**src/rtl/config_arb_pkg.sv**
```systemverilog
// Shared definitions for the configuration port arbiter.
//   arb_state_e : arbiter FSM states (IDLE / START / OWN)
//   SRC_*       : ActiveSource encodings
//   SYNC_WORD   : sync word the config FSM waits for after FSM_Reset
package config_arb_pkg;

    typedef enum logic [1:0] {
        ST_IDLE  = 2'd0,
        ST_START = 2'd1,
        ST_OWN   = 2'd2
    } arb_state_e;

    localparam logic [1:0] SRC_NONE = 2'b00;
    localparam logic [1:0] SRC_A    = 2'b01;
    localparam logic [1:0] SRC_B    = 2'b10;

    localparam logic [31:0] SYNC_WORD = 32'hFAB0_FAB1;

endpackage

```
**src/rtl/config_port_arbiter_if.sv**
```systemverilog
// Bundle of the two configuration sources and the shared config write port.
// Handshake: x_WriteStrobe is a one-cycle valid with no ready; a source may
// only strobe while x_Granted is high, and the arbiter never back-pressures.
// x_ComActive is a level that holds the session open for its whole duration.
//   master : source/consumer side (drives ComActive/WriteData/WriteStrobe)
//   slave  : arbiter side (drives grants and the config write port)
interface config_port_arbiter_if;
    logic        A_ComActive;
    logic [31:0] A_WriteData;
    logic        A_WriteStrobe;
    logic        A_Granted;
    logic        B_ComActive;
    logic [31:0] B_WriteData;
    logic        B_WriteStrobe;
    logic        B_Granted;
    logic [31:0] WriteData;
    logic        WriteStrobe;
    logic        FSM_Reset;
    logic [1:0]  ActiveSource;
    logic        TimeoutEvent;

    modport master (
        output A_ComActive, A_WriteData, A_WriteStrobe,
        output B_ComActive, B_WriteData, B_WriteStrobe,
        input  A_Granted, B_Granted,
        input  WriteData, WriteStrobe, FSM_Reset, ActiveSource, TimeoutEvent
    );

    modport slave (
        input  A_ComActive, A_WriteData, A_WriteStrobe,
        input  B_ComActive, B_WriteData, B_WriteStrobe,
        output A_Granted, B_Granted,
        output WriteData, WriteStrobe, FSM_Reset, ActiveSource, TimeoutEvent
    );
endinterface

```
**src/rtl/config_arb_watchdog.sv**
```systemverilog
// Stall watchdog for the current port owner.
//   clk, resetn : clock, synchronous active-low reset
//   clear_i     : zero the count (session start or forwarded word)
//   enable_i    : count this cycle (owner idle in OWN)
//   expire_o    : combinational; high in the cycle the count reaches TimeoutCycles
// TimeoutCycles = 0 disables the watchdog entirely.
module config_arb_watchdog #(
    parameter int unsigned TimeoutCycles = 1000000,
    parameter int unsigned TimeoutWidth  = 20
) (
    input  logic clk,
    input  logic resetn,
    input  logic clear_i,
    input  logic enable_i,
    output logic expire_o
);
    localparam bit                    Enabled  = (TimeoutCycles != 0);
    localparam int unsigned           LimitInt = Enabled ? TimeoutCycles - 1 : 0;
    localparam logic [TimeoutWidth-1:0] Limit  = TimeoutWidth'(LimitInt);

    logic [TimeoutWidth-1:0] cnt_q, cnt_d;

    always_comb begin
        cnt_d = cnt_q;
        if (clear_i || !Enabled) begin
            cnt_d = '0;
        end else if (enable_i) begin
            cnt_d = cnt_q + 1'b1;
        end
    end

    // Firing on Limit = TimeoutCycles-1 means the idle cycle that would bring
    // the count to TimeoutCycles is the one that releases the port.
    assign expire_o = Enabled && enable_i && !clear_i && (cnt_q == Limit);

    always_ff @(posedge clk) begin
        if (!resetn) begin
            cnt_q <= '0;
        end else begin
            cnt_q <= cnt_d;
        end
    end
endmodule

```
**src/rtl/config_port_arbiter.sv**
```systemverilog
// Shares the fabric config write port between source A and source B.
// A source owns the port for a whole session; each new grant produces a
// one-cycle FSM_Reset so the config FSM resynchronises on the sync word.
//   CLK, resetn : clock, synchronous active-low reset
//   bus         : sources A/B and the config write port (slave side)
//   dbg_state   : current arbiter FSM state
module config_port_arbiter
    import config_arb_pkg::*;
#(
    parameter int unsigned TimeoutCycles = 1000000,
    parameter int unsigned TimeoutWidth  = 20
) (
    input  logic                  CLK,
    input  logic                  resetn,
    config_port_arbiter_if.slave  bus,
    output arb_state_e            dbg_state
);
    arb_state_e  state_q, state_d;
    logic        owner_q, owner_d;      // 0 = A, 1 = B
    logic        last_q, last_d;        // source granted most recently
    logic        blk_a_q, blk_a_d;
    logic        blk_b_q, blk_b_d;
    logic [31:0] wdata_q, wdata_d;
    logic        wstrobe_q, wstrobe_d;
    logic        fsm_reset_q, fsm_reset_d;
    logic        timeout_q, timeout_d;

    logic        in_session, own_active, own_strobe, forward;
    logic [31:0] own_data;
    logic        elig_a, elig_b, pick_b;
    logic        wd_clear, wd_enable, wd_expire;

    assign in_session = (state_q != ST_IDLE);
    assign own_active = owner_q ? bus.B_ComActive   : bus.A_ComActive;
    assign own_strobe = owner_q ? bus.B_WriteStrobe : bus.A_WriteStrobe;
    assign own_data   = owner_q ? bus.B_WriteData   : bus.A_WriteData;
    // A strobe coinciding with ComActive falling is dropped.
    assign forward    = in_session && own_active && own_strobe;

    assign elig_a = bus.A_ComActive && !blk_a_q;
    assign elig_b = bus.B_ComActive && !blk_b_q;
    // Round-robin: on a tie the source that was not granted last wins.
    assign pick_b = elig_b && (!elig_a || !last_q);

    assign wd_clear  = (state_q != ST_OWN) || forward;
    assign wd_enable = (state_q == ST_OWN) && !forward;

    config_arb_watchdog #(
        .TimeoutCycles (TimeoutCycles),
        .TimeoutWidth  (TimeoutWidth)
    ) u_watchdog (
        .clk      (CLK),
        .resetn   (resetn),
        .clear_i  (wd_clear),
        .enable_i (wd_enable),
        .expire_o (wd_expire)
    );

    always_comb begin
        state_d     = state_q;
        owner_d     = owner_q;
        last_d      = last_q;
        wstrobe_d   = forward;
        wdata_d     = forward ? own_data : wdata_q;
        fsm_reset_d = 1'b0;
        timeout_d   = 1'b0;
        // A blocked source is released once it drops its session request.
        blk_a_d     = blk_a_q && bus.A_ComActive;
        blk_b_d     = blk_b_q && bus.B_ComActive;

        case (state_q)
            ST_IDLE: begin
                if (elig_a || elig_b) begin
                    state_d     = ST_START;
                    owner_d     = pick_b;
                    last_d      = pick_b;
                    fsm_reset_d = 1'b1;
                end
            end
            ST_START: begin
                state_d = own_active ? ST_OWN : ST_IDLE;
            end
            ST_OWN: begin
                if (!own_active) begin
                    state_d = ST_IDLE;
                end else if (wd_expire) begin
                    state_d   = ST_IDLE;
                    timeout_d = 1'b1;
                    if (owner_q) begin
                        blk_b_d = 1'b1;
                    end else begin
                        blk_a_d = 1'b1;
                    end
                end
            end
            default: begin
                state_d = ST_IDLE;
            end
        endcase
    end

    always_ff @(posedge CLK) begin
        if (!resetn) begin
            state_q     <= ST_IDLE;
            owner_q     <= 1'b0;
            last_q      <= 1'b1;
            blk_a_q     <= 1'b0;
            blk_b_q     <= 1'b0;
            wdata_q     <= '0;
            wstrobe_q   <= 1'b0;
            fsm_reset_q <= 1'b0;
            timeout_q   <= 1'b0;
        end else begin
            state_q     <= state_d;
            owner_q     <= owner_d;
            last_q      <= last_d;
            blk_a_q     <= blk_a_d;
            blk_b_q     <= blk_b_d;
            wdata_q     <= wdata_d;
            wstrobe_q   <= wstrobe_d;
            fsm_reset_q <= fsm_reset_d;
            timeout_q   <= timeout_d;
        end
    end

    assign bus.A_Granted    = in_session && !owner_q;
    assign bus.B_Granted    = in_session &&  owner_q;
    assign bus.ActiveSource = !in_session ? SRC_NONE : (owner_q ? SRC_B : SRC_A);
    assign bus.WriteData    = wdata_q;
    assign bus.WriteStrobe  = wstrobe_q;
    assign bus.FSM_Reset    = fsm_reset_q;
    assign bus.TimeoutEvent = timeout_q;
    assign dbg_state        = state_q;
endmodule

```
**src/flat_wrapper.sv**
```systemverilog
// flat-port wrapper written by rule: the top's interface ports become plain ports
module config_port_arbiter_flat import config_arb_pkg::*;
#(
    parameter int unsigned TimeoutCycles = 1000000,
    parameter int unsigned TimeoutWidth  = 20
)
  (CLK, resetn, dbg_state, bus_A_ComActive, bus_A_WriteData, bus_A_WriteStrobe, bus_B_ComActive, bus_B_WriteData, bus_B_WriteStrobe, bus_A_Granted, bus_B_Granted, bus_WriteData, bus_WriteStrobe, bus_FSM_Reset, bus_ActiveSource, bus_TimeoutEvent);
  config_port_arbiter_if bus_i ();
  input  logic CLK;
  input  logic resetn;
  output arb_state_e dbg_state;
  input wire logic [$bits(bus_i.A_ComActive)-1:0] bus_A_ComActive;
  input wire logic [$bits(bus_i.A_WriteData)-1:0] bus_A_WriteData;
  input wire logic [$bits(bus_i.A_WriteStrobe)-1:0] bus_A_WriteStrobe;
  input wire logic [$bits(bus_i.B_ComActive)-1:0] bus_B_ComActive;
  input wire logic [$bits(bus_i.B_WriteData)-1:0] bus_B_WriteData;
  input wire logic [$bits(bus_i.B_WriteStrobe)-1:0] bus_B_WriteStrobe;
  output wire logic [$bits(bus_i.A_Granted)-1:0] bus_A_Granted;
  output wire logic [$bits(bus_i.B_Granted)-1:0] bus_B_Granted;
  output wire logic [$bits(bus_i.WriteData)-1:0] bus_WriteData;
  output wire logic [$bits(bus_i.WriteStrobe)-1:0] bus_WriteStrobe;
  output wire logic [$bits(bus_i.FSM_Reset)-1:0] bus_FSM_Reset;
  output wire logic [$bits(bus_i.ActiveSource)-1:0] bus_ActiveSource;
  output wire logic [$bits(bus_i.TimeoutEvent)-1:0] bus_TimeoutEvent;
  assign bus_i.A_ComActive = bus_A_ComActive;
  assign bus_i.A_WriteData = bus_A_WriteData;
  assign bus_i.A_WriteStrobe = bus_A_WriteStrobe;
  assign bus_i.B_ComActive = bus_B_ComActive;
  assign bus_i.B_WriteData = bus_B_WriteData;
  assign bus_i.B_WriteStrobe = bus_B_WriteStrobe;
  assign bus_A_Granted = bus_i.A_Granted;
  assign bus_B_Granted = bus_i.B_Granted;
  assign bus_WriteData = bus_i.WriteData;
  assign bus_WriteStrobe = bus_i.WriteStrobe;
  assign bus_FSM_Reset = bus_i.FSM_Reset;
  assign bus_ActiveSource = bus_i.ActiveSource;
  assign bus_TimeoutEvent = bus_i.TimeoutEvent;
  config_port_arbiter #(.TimeoutCycles(TimeoutCycles), .TimeoutWidth(TimeoutWidth)) u_core (.CLK(CLK), .resetn(resetn), .bus(bus_i), .dbg_state(dbg_state));
endmodule
```
**config.mk**
```make
export PLATFORM = sky130hd
export DESIGN_NAME = config_port_arbiter_flat
export DESIGN_NICKNAME = d
export VERILOG_FILES = /design/src/rtl/config_arb_pkg.sv /design/src/rtl/config_port_arbiter_if.sv /design/src/rtl/config_arb_watchdog.sv /design/src/rtl/config_port_arbiter.sv /design/src/flat_wrapper.sv
export SDC_FILE = /design/constraint.sdc
export NUM_CORES = 1
export LEC_CHECK = 0
export CAP_MARGIN = 20
export CORE_UTILIZATION = 30
export CTS_BUF_LIST = sky130_fd_sc_hd__clkbuf_4 sky130_fd_sc_hd__clkbuf_8
export CTS_CLUSTER_DIAMETER = 120
export CTS_CLUSTER_SIZE = 25
export DETAILED_ROUTE_END_ITERATION = 10
export GPL_ROUTABILITY_DRIVEN = 1
export SLEW_MARGIN = 5
export SYNTH_ARGS = -nofsm -noshare
export SYNTH_HDL_FRONTEND = slang
export SYNTH_HIERARCHICAL = 1
export SYNTH_SLANG_ARGS = --single-unit
```
**constraint.sdc**
```tcl
create_clock -name CLK -period 3.8 [get_ports CLK]
set_input_delay 1.14 -clock CLK [delete_from_list [all_inputs] [get_ports CLK]]
set_output_delay 1.14 -clock CLK [all_outputs]
set_load 0.02 [all_outputs]
```
Word level (Yosys, flattened, before mapping)
Cells that the tools add are included.
{ "totals": {"regBits": 61, "input_bits": 70} }
{ "classes": {"bitwise": 1, "n_eq_ne": 6, "mux": 20, "n_addsub": 1, "n_reduce_logical": 29} }
{ "ops": {"columns": ["operator", "count"], "rows": [
  ["$mux W32", 1],
  ["$add A20 B1 Y20 const B", 1],
  ["$eq A20 B20 Y1 const B", 1],
  ["$logic_and A1 B1 Y1", 12],
  ["$mux W1", 12],
  ["$mux W2", 6],
  ["$logic_not A1 Y1", 7],
  ["$pmux W2 S3", 1],
  ["$reduce_and A2 Y1", 3],
  ["$logic_or A1 B1 Y1", 3],
  ["$ne A3 B3 Y1 const B", 1],
  ["$reduce_and A3 Y1", 1],
  ["$eq A2 B1 Y1 const B", 1],
  ["$eq A2 B2 Y1 const B", 1],
  ["$logic_not A2 Y1", 1],
  ["$ne A2 B1 Y1 const B", 1],
  ["$ne A2 B2 Y1 const B", 1],
  ["$reduce_bool A2 Y1", 1],
  ["$reduce_or A2 Y1", 1],
  ["$not A1 Y1", 1]
]} }

Logic depth before layout (Yosys ltp)
Gate-level depths: netlist of run 1.
{ "depth": {"word_depth": 10, "ltp_mapped": 11, "mapped_depth_nobuf": 9} }

Hierarchy
The synthesis of run 1 kept the hierarchy.
{ "by_module_without_submodules": {"columns": ["module", "area_each_um2", "seq_area_each_um2", "cells_per_inst", "n_inst"], "rows": [
  ["config_port_arbiter", 1993.2, 820.8, 193, 1],
  ["config_arb_watchdog", 937.1, 400.4, 110, 1]
]} }

Worst setup path after synthesis of run 1
No wires, ideal clock.
{ "synth_path": {"kind": "input to register", "startpoint": "input bus_A_WriteStrobe", "endpoint": "register u_core.u_watchdog.cnt_q[17]", "stages": 10, "setup_slack_ns": 0.418, "setup_time_ns": 0.070, "arrival_time_ns": 3.312, "path_buffers": 3, "t_required_ns": 3.730, "cell_sequence": "mux2_4 -> nor3b_4 -> buf_6 -> nor2b_1 -> buf_4 -> nand4_2 -> or4_1 -> buf_2 -> or4b_1 -> a21oi_1"} }
{ "synth_between": {"elab_chain_len": 4, "elab_cells_between_ends": 6, "cone_classes": "mux (1); reduce/logical (5)"} }
{ "synth_lines": {"columns": ["element", "line", "rtl"], "rows": [
  ["start: declaration", "flat_wrapper.sv:14", "input wire logic [$bits(bus_i.A_WriteStrobe)-1:0] bus_A_WriteStrobe;"],
  ["$mux W1", "config_port_arbiter.sv:35", "assign own_strobe = owner_q ? bus.B_WriteStrobe : bus.A_WriteStrobe;"],
  ["$logic_and A1 B1 Y1", "config_port_arbiter.sv:38", "assign forward = in_session && own_active && own_strobe;"],
  ["$logic_not A1 Y1", "config_port_arbiter.sv:46", "assign wd_enable = (state_q == ST_OWN) && !forward;"],
  ["$logic_and A1 B1 Y1", "config_port_arbiter.sv:46", null],
  ["via u_core.wd_enable", "config_port_arbiter.sv:31", "logic wd_clear, wd_enable, wd_expire;"],
  ["end signal: assignment", "config_arb_watchdog.sv:40", "cnt_q <= cnt_d;"],
  ["end: declaration", "config_arb_watchdog.sv:21", "logic [TimeoutWidth-1:0] cnt_q, cnt_d;"]
]} }
The timed path passes the listed nets, and every way through them passes these cells.
A chain may end at the register's enable or synchronous reset.

Final worst setup path of run 1
Ends and elaborated chain as after synthesis.

==> results of run 1 <==
-- worst max-delay path: cells and delay by family --
family	cells	cell delay (ns)
multiplexers	1	0.28
AO/OA/AOI/OAI	1	0.15
buffers and inverters	1	0.39
AND/OR/NAND/NOR	5	1.63
-- cells in the mapped netlist (all sizes together), types with 2 or more instances --
library cell | instances | share of area (%)
buf | 17 | 4.2
or4b | 2 | 0.68
mux2i | 34 | 12
nand3b | 3 | 0.77
xnor2 | 7 | 2.1
inv | 5 | 0.64
nand2 | 45 | 5.8
a21oi | 9 | 1.5
nor2b | 4 | 0.85
clkbuf | 7 | 0.90
and3 | 3 | 0.64
nand2b | 3 | 0.64
nand4 | 10 | 2.3
nor4 | 3 | 0.64
nor3 | 5 | 0.85
o21ai | 9 | 1.7
xor2 | 3 | 0.90
or3 | 6 | 1.3
or4 | 2 | 0.51
dfxtp | 61 | 42
o211ai | 2 | 0.51
o221a | 32 | 12
nor2 | 17 | 2.2
mux2 | 2 | 0.90
-- layout make-up --
type,instances,area (µm²)
Clock inverter,2,35.0
Fill cell,945,5070
Sequential cell,61,1220
Tap cell,129,161
Multi-Input combinational cell,213,1540
Inverter,5,18.8
Clock buffer,11,151
Timing Repair Buffer,120,1180
-- flip-flops by register name (all words and copies together) (netlist names) --
name and count:
u_core/bus.WriteData 32, u_core/u_watchdog/cnt_q 20, u_core/dbg_state 2, u_core/blk_a_q 1
u_core/blk_b_q 1, u_core/bus.FSM_Reset 1, u_core/bus.TimeoutEvent 1, u_core/bus.WriteStrobe 1
u_core/last_q 1, u_core/owner_q 1
-- layer usage --
layer / vias to the layer above / GRT usage (%) / routed length [µm]
met5: - / 0 / 0
met4: 0 / 6.02 / 111
met3: 9 / 4.30 / 588
met2: 92 / 24.6 / 3470
met1: 1230 / 19.4 / 3490
li1: 1331 / - / -
-- logic make-up (layout without fill, tap and decap cells) --
group | Yosys count | in the layout | synth area share (%)
compound gates | 57 | 57 | 17.3
mux | 36 | 36 | 12.5
simple gates | 109 | 109 | 19.3
buf+inv | 29 | 138 | 5.76
fa+ha+maj | 1 | 1 | 0.427
xor+xnor | 10 | 10 | 2.99
flops | 61 | 61 | 41.7
-- worst max path at each step --
| stage | from | end | slack (ns) |
|---|---|---|---|
| after floorplan | bus_A_WriteStrobe | u_core/u_watchdog/cnt_q[17] | 0.42 |
| after CTS | bus_A_WriteStrobe | u_core/u_watchdog/cnt_q[17] | 0.50 |
| after detailed placement | bus_A_WriteStrobe | u_core/u_watchdog/cnt_q[17] | 0.15 |
| after global placement | bus_A_WriteStrobe | u_core/u_watchdog/cnt_q[17] | 0.19 |
| final | bus_A_WriteStrobe | u_core/u_watchdog/cnt_q[17] | 0.47 |
| after global routing | bus_B_WriteStrobe | u_core/u_watchdog/cnt_q[17] | 0.35 |
-- through the flow --
step	hold WS, ns	instances	setup WS, ns	cell area [µm²]
floorplan	0.462	303	0.418	2930
global placement	0.486	528	0.190	4120
detailed placement	0.490	528	0.147	4120
CTS	0.501	541	0.504	4310
global route	0.539	541	0.346	4310
finish	0.502	541	0.470	4310
-- power groups by stage --
stage / Clock (mW) / Sequential [mW] / Combinational, mW
2_1_floorplan: 0 / 0.726 / 0.141
3_3_place_gp: 0 / 0.699 / 0.317
3_5_place_dp: 0 / 0.700 / 0.319
4_1_cts: 0.573 / 0.686 / 0.320
5_1_grt: 0.602 / 0.690 / 0.340
6_report: 0.554 / 0.686 / 0.316
==> impl_results.md, run 1 <==
* I/O pins at 111
* Leak at 1.50 nW
* Share of power burned in registers at 44.1%
* IO buf count at 110
* RR Startpoint: u_core/owner_q
* Antenna Cells at 0
* DRT iter0 DRCs at 111
* Required time of the critical path at 4.06 ns
* Synth cell types at 44
* WHS Endpoint: u_core/u_watchdog/cnt_q[19]
* Worst hold stages at 2
* Total Power at 1.56 mW
* CP Max Fanout at 8
* CTS Hold Bufs at 0
* VDD IR max at 0.127 mV
* CP Class: input port to flop
* Yosys synthesis warning count at 6
* Internal at 1.17 mW
* Top_reg_cell synth: dfxtp_1
* Worst Hold Class: flop to flop
* R2R setup slack at 1.13 ns
* Final setup violation count at 0
* Post-CTS sizing at 0
* Max cap viols at 0
* Root Driver: clkbuf_8
* Power density over cell area at 362 mW/mm²
* CTS tree: done
* Worst Min Path Start: u_core/u_watchdog/cnt_q[19]
* CP max stage delay at 0.64 ns
* Syn nets at 374
* Ratio of cells with drive above 1 in the final layout at 14.3%
* Row cnt at 35
* Slew Limit Headroom at 57.3%
* Reg-to-reg critical path endpoint: u_core/u_watchdog/cnt_q[17]
* Mean post-synth cell area at 9.67 µm²
* Die W at 101 µm
* Clock power frac at 35.6%
* Initial antenna violation count at 0
* Async set-reset flop share out of synthesis at 0%
* Final Util at 45.9%
* Pin count of the biggest net entering global routing at 41
* TNS Setup at 0 ns
* Post-synth EDFFs at 0
* Cells after Synth at 303
* WL/cell at 14.1 µm
* Net switching power at 388 µW
* Comb pwr share at 20.3%
* CTS HTree Levels at 3
* Num CTS Buffers at 9
* Clock sink count at 61
* Outcome: finished clean
* Post-synthesis sequential area ratio at 41.7%
* Mean number of vias per cell at 4.92
* Yosys reg bits at 61
* Slew Viols, Final at 0
* Crit start category: input port
* Final HPWL DP at 5.46 mm
* Final min period at 3.33 ns
* Worst-skew pair later-pin latency at 0.32 ns
* Commonest non-fill, non-tap cells in the layout: clkdlybuf4s50_1, dfxtp_1, nand2_1
* Area growth, synth to finish at 46.9%
* Achievable clock frequency at 300 MHz
* Clock buffer depth at 2
* Critical path's slowest cell: or4_1
* Unrepaired setup endpoints after global routing: no
* Core ar. at 0.00937 mm²
* Worst path cell trace: clkdlybuf4s50_1 > mux2_4 > nor3b_4 > nor2b_1 > nand4_2 > or4_1 > or4b_1 > a21oi_1
* Worst clock skew at 0.00475 ns
* First-pass GRT wire length at 12.1 mm
* ANT nets after route at 0
* Post-CTS setup repair buffer count at 0
* GRT Resource Usage Total at 15.3%
* Final period util at 87.6%
* Critical path arrival at 3.59 ns
* Die height at 101 µm
* Routability cong. at 0.851
* Via count at 2662
* Element type at the critical path end: flop
* Total grt overflow at 0
* Hold Violations, Final at 0
* Clk slew on worst S/H paths at 0.06 ns
* Die area at 0.0102 mm²
* Drt first pass iters at 5
* Cell Area, Synth at 0.00293 mm²
* Vias in the first global route at 2513
* WL final at 7.65 mm
* Worst slew pin tran at 0.640 ns
* Final nets at 481
* # DRC at 0
* Commonest non-fill, non-tap cell in the layout: clkdlybuf4s50_1
* Worst reg2reg path depth at 7
* Starting Density at 31.3%
* Switching part of the total at 24.9%
Note: power is estimated with default switching activity, not from simulation.
==> run 2, diff against run 1 <==
SKIP_CTS_REPAIR_TIMING = 1   (was default)
==> results of run 2 <==
The final DEF is identical to that of run 1; final timing and power are the same.
